==> config.mk <==
export PLATFORM = sky130hd
export DESIGN_NAME = imem_load_ctrl
export DESIGN_NICKNAME = d
export VERILOG_FILES = /design/src/rtl/imem_load_ctrl.sv
export SDC_FILE = /design/constraint.sdc
export NUM_CORES = 1
export LEC_CHECK = 0
export CORE_MARGIN = 4
export CORE_UTILIZATION = 47
export CTS_CLUSTER_DIAMETER = 150
export CTS_CLUSTER_SIZE = 20
export DETAILED_ROUTE_END_ITERATION = 8
export PLACE_DENSITY = 0.72
export SLEW_MARGIN = 20
export SYNTH_ARGS = -nofsm -noshare
export SYNTH_HDL_FRONTEND = slang
export SYNTH_SLANG_ARGS = --single-unit
==> constraint.sdc <==
create_clock -name CLK -period 2 [get_ports CLK]
set_input_delay 0.4 -clock CLK [delete_from_list [all_inputs] [get_ports CLK]]
set_output_delay 0.4 -clock CLK [all_outputs]
set_load 0.03 [all_outputs]
==> src/rtl/imem_load_ctrl.sv <==
// Boot-load controller: packs a host byte stream into 32-bit words, writes them
// into instruction memory at sequential addresses, then releases the core reset.
module imem_load_ctrl #(
    parameter int DEPTH_WORDS = 256
) (
    input  logic        CLK,
    input  logic        RST,
    input  logic        start,
    input  logic [15:0] len,
    input  logic [7:0]  in_data,
    input  logic        in_valid,
    output logic        in_ready,
    output logic        im_WE,
    output logic [31:0] im_addr,
    output logic [31:0] im_W_Ins,
    output logic        cpu_rst,
    output logic        busy,
    output logic        done,
    output logic        err
);

    typedef enum logic [2:0] {
        S_IDLE,
        S_RECV,
        S_WRITE,
        S_DONE,
        S_RUN,
        S_ERR
    } state_t;

    localparam logic [16:0] DEPTH_L = 17'(DEPTH_WORDS);

    state_t      state_reg, state_next;
    logic [1:0]  byte_cnt_reg, byte_cnt_next;
    logic [15:0] word_idx_reg, word_idx_next;
    logic [15:0] len_reg, len_next;
    logic [31:0] asm_reg, asm_next;
    logic [31:0] addr_reg, addr_next;
    logic [31:0] wins_reg, wins_next;

    logic        accept;
    logic        len_ok;
    logic [15:0] word_inc;
    logic [31:0] asm_lanes;

    assign accept   = (state_reg == S_RECV) && in_valid;
    assign len_ok   = (len != 16'd0) && ({1'b0, len} <= DEPTH_L);
    assign word_inc = word_idx_reg + 16'd1;

    // Little-endian packing: the byte count selects which lane takes the byte.
    generate
        for (genvar gi = 0; gi < 4; gi++) begin : g_lane
            assign asm_lanes[gi*8 +: 8] =
                (accept && (byte_cnt_reg == 2'(gi))) ? in_data : asm_reg[gi*8 +: 8];
        end
    endgenerate

    always_ff @(posedge CLK) begin
        if (RST) begin
            state_reg    <= S_IDLE;
            byte_cnt_reg <= 2'd0;
            word_idx_reg <= 16'd0;
            len_reg      <= 16'd0;
            asm_reg      <= 32'd0;
            addr_reg     <= 32'd0;
            wins_reg     <= 32'd0;
        end else begin
            state_reg    <= state_next;
            byte_cnt_reg <= byte_cnt_next;
            word_idx_reg <= word_idx_next;
            len_reg      <= len_next;
            asm_reg      <= asm_next;
            addr_reg     <= addr_next;
            wins_reg     <= wins_next;
        end
    end

    always_comb begin
        state_next    = state_reg;
        byte_cnt_next = byte_cnt_reg;
        word_idx_next = word_idx_reg;
        len_next      = len_reg;
        asm_next      = asm_reg;
        addr_next     = addr_reg;
        wins_next     = wins_reg;

        case (state_reg)
            S_IDLE, S_RUN, S_ERR: begin
                if (start) begin
                    if (len_ok) begin
                        len_next      = len;
                        word_idx_next = 16'd0;
                        byte_cnt_next = 2'd0;
                        asm_next      = 32'd0;
                        state_next    = S_RECV;
                    end else begin
                        state_next = S_ERR;
                    end
                end
            end
            S_RECV: begin
                if (accept) begin
                    byte_cnt_next = byte_cnt_reg + 2'd1;
                    asm_next      = asm_lanes;
                    if (byte_cnt_reg == 2'd3) begin
                        // Write port registers are loaded here so they hold after WRITE.
                        addr_next  = {14'd0, word_idx_reg, 2'b00};
                        wins_next  = asm_lanes;
                        state_next = S_WRITE;
                    end
                end
            end
            S_WRITE: begin
                word_idx_next = word_inc;
                state_next    = (word_inc == len_reg) ? S_DONE : S_RECV;
            end
            S_DONE: begin
                state_next = S_RUN;
            end
            default: begin
                state_next = S_IDLE;
            end
        endcase
    end

    always_comb begin
        in_ready = 1'b0;
        im_WE    = 1'b0;
        busy     = 1'b0;
        done     = 1'b0;
        err      = 1'b0;
        cpu_rst  = 1'b1;
        case (state_reg)
            S_RECV: begin
                in_ready = 1'b1;
                busy     = 1'b1;
            end
            S_WRITE: begin
                im_WE = 1'b1;
                busy  = 1'b1;
            end
            S_DONE:  done    = 1'b1;
            S_RUN:   cpu_rst = 1'b0;
            S_ERR:   err     = 1'b1;
            default: ;
        endcase
    end

    assign im_addr  = addr_reg;
    assign im_W_Ins = wins_reg;

endmodule

==> reports/metrics.csv <==
stage,metric,value,unit
power_and_ir_drop,intPower,2.84,mW
final_layout,nets,711,
final_layout,ff_latch_area,2190,µm²
route,drt_first_pass_iters,5,
route,first_iter_violations,259,
sta,setup_ws,-0.0236,ns
synthesis,synth_area_per_cell,8.91,µm²
sta,worst_pin_slew,0.617,ns
grt,grt_max_degree,53,
synthesis,synth-seq-cells,109,
worst_setup_path,cp.required,2.31,ns
clocking,htree_levels,3,
final_layout,final_cell_mix,"dfxtp_1, clkdlybuf4s50_1, nand2_1, buf_4, nor2_1",
final_layout,fin_area,6780,µm²
final_layout,multi_input_area,2780,µm²
route,drc,0,
route,vias_per_cell,5.53,
final_layout,final_common_cell,dfxtp_1,
grt,grtUsageMet2,34.4,%
sta,rsz0062_at_grt,yes,
grt,use_met3,3.04,%
synthesis,synth-edff-count,0,
power_and_ir_drop,vdd_ir_drop_max,0.000329,V
floorplan,dieArea,12400,µm²
sta,fin_crit_sh,101,%
placed_design,place.gp.congestion,0.858,
placed_design,dp_hpwl,9620,µm
sta,report.final.slew_viol_count,0,
status,violations,setup timing,
floorplan,die_height,111,µm
grt,met1_usage,29.4,%
clocking,numCtsBuffers,9,
power_and_ir_drop,power_density,570,nW/µm²
worst_setup_path,crit_path_max_incr_delay,0.47,ns
synthesis,async_flop_share,0,%
floorplan,core_area,10400,µm²
worst_setup_path,worstPathArrival,2.34,ns
worst_setup_path,worst_path_max_delay_cell,or4_4,
min_path,hold_class,input port to flop,
floorplan,start_util,48.4,%
worst_setup_path,worst-path-max-fanout,2,
sta,hold_viol_final,0,
route,postRouteWirelength,13700,µm
synthesis,ys_warn_count,0,
placed_design,portBuffers,81,
sta,setup_viol,1,
synthesis,ys.flop_type,dfxtp_1,
power_and_ir_drop,p_clk_share,34.7,%
final_layout,largest_register_ff_count,32,
floorplan,num_rows,37,
worst_setup_path,worstPathCellList,ha_4 -> xnor2_2 -> nand3_2 -> a2111oi_4 -> o311ai_2 -> or4_4 -> o22ai_4,
final_layout,final_layout_size_suffix_gt1_share,23.4,%
final_layout,n_fill_cell,869,
sta,timing.fmax,0.494,GHz
synthesis,synth.distinct_cells,57,
power_and_ir_drop,leakage,2.39,nW
clocking,clk_latency,0.38,ns
clocking,cts_tree,built,
synthesis,synth_cells,564,
sta,skew,0.0104,ns
power_and_ir_drop,seq_power_share,56.8,%
route,wl_per_cell,16.7,µm
grt,grt-busiest-layer,met2,
grt,grt_first_pass_wirelength,21800,µm
grt,grt_overflow,0,
synthesis,synth_area,5020,µm²
grt,antenna_found_initial,0,
clocking,cts_max_path_buffers,2,
route,vias,4533,
power_and_ir_drop,p_switching,1.02,mW
placed_design,place_ws,-0.957,ns
sta,final.setup.tns,-0.0236,ns
floorplan,die_width,111,µm
worst_setup_path,r2r_slack,-0.02,ns
worst_setup_path,cp-start-kind,flop,
status,status,"finished, violations left",
synthesis,yosysSeqAreaShare,43.4,%
route,drtAntennaViolNets,0,
final_layout,diodes,0,
placed_design,postPlaceCellArea,6230,µm²
sta,slew_headroom,58.9,%
clocking,cts_sinks,109,
floorplan,pin_count,98,
power_and_ir_drop,p_sw_share,26.5,%
final_layout,syn_to_final_growth,34.9,%
sta,timing.hold.ws,0.273,ns
clocking,clk_pin_slew,0.11,ns
run,drv_cap,0,
clocking,clockRootBuffer,clkbuf_8,
grt,grt_pass1_vias,4308,
power_and_ir_drop,power_frac_comb,8.4,%
grt,grt_usage,21.3,%
sta,period_minus_slack,2.02,ns
worst_setup_path,cp-end-kind,flop,
worst_setup_path,critPathKind,flop to flop,
==> area by class of cell <==
type	instances	area share [%]
Inverter	5	0.277
Clock inverter	6	0.923
Tap cell	136	2.51
Sequential cell	109	32.3
Timing Repair Buffer	154	20.9
Clock buffer	10	2.03
Multi-Input combinational cell	399	41.0
==> metrics by stage <==
stage	std cells	utilization [%]	total power, mW
finish	819	65.3	3.86
global route	819	65.3	4.00
CTS	817	64.3	3.89
detailed placement	790	60.1	2.55
global placement	790	60.1	2.54
floorplan	579	-	2.44
==> final timing paths <==
| check | start | to | cells after the start |
|---|---|---|---|
| max | word_idx_reg[0] | state_reg[1] | 7 |
| min | len[6] | len_reg[6] | 3 |
| max reg2reg | word_idx_reg[0] | state_reg[1] | 7 |
| min reg2reg | im_addr[9] | im_addr[9] | 2 |
==> critical path: cells and delay by family (launching register included) <==
| kind | cells | cell delay, ns |
|---|---|---|
| AOI/OAI and AO/OA | 3 | 0.60 |
| xor gates and xnor gates | 1 | 0.16 |
| adders and majority gates | 1 | 0.26 |
| DFF | 1 | 0.35 |
| and+or+nand+nor | 2 | 0.59 |
==> cell usage after synthesis (all sizes together) (2+ instances only) <==
master / n / share of area [%]
xor2: 9 / 1.6
a31oi: 2 / 0.55
clkbuf: 37 / 2.8
a41oi: 2 / 0.35
nor2: 54 / 4.4
a22oi: 2 / 0.30
dfxtp: 109 / 43
nand2: 65 / 4.9
inv: 5 / 0.37
and4: 2 / 0.35
nand3: 13 / 1.4
or4: 3 / 0.52
o21ai: 14 / 1.5
o22ai: 2 / 0.25
nor3: 17 / 1.7
and2: 10 / 1.2
nand4: 8 / 1.1
nand2b: 4 / 0.50
a22o: 25 / 4.4
buf: 29 / 3.7
and3b: 2 / 0.35
a21oi: 41 / 4.1
nor4: 2 / 0.25
a311oi: 9 / 2.6
nor2b: 3 / 0.37
mux2i: 35 / 7.0
o31ai: 2 / 0.30
a211oi: 26 / 4.0
xnor2: 11 / 1.9
ha: 5 / 1.2
and3: 4 / 0.50
==> layer usage <==
layer / routed length [µm] / vias up / share of wire (%)
met5: 0 / - / 0
met4: 265 / 0 / 1.9
met3: 840 / 21 / 6.1
met2: 6330 / 164 / 46
met1: 6260 / 2151 / 46
li1: - / 2197 / -
==> cell families (layout without fill, tap and decap cells) <==
kind of cell	after synthesis	after routing	share of synthesized area, %
adder cells (fa/ha/maj)	5	5	1.25
flip-flops	109	109	43.4
buffers and inverters	71	175	6.87
multiplexers	36	36	7.20
AO/OA/AOI/OAI	131	131	19.4
AND/OR/NAND/NOR	191	191	18.3
XOR/XNOR	20	20	3.49
other	1	16	0.0746
==> power groups by stage <==
stage               logic, mW  clock network, mW  registers [mW]
detailed placement      0.307                  0            2.24
finish                  0.325               1.34            2.20
floorplan               0.200                  0            2.24
CTS                     0.323               1.37            2.19
global placement        0.301                  0            2.24
global route            0.348               1.45            2.20
==> what timing repair did <==
action	4_1_cts	5_1_grt
cloned	1	0
gates resized for setup	50	28
hold buffers	0	0
pin swaps	16	18
endpoints found under the setup margin	63	37
setup buffers	10	3
No activity file was read; power rests on OpenSTA's default activity.
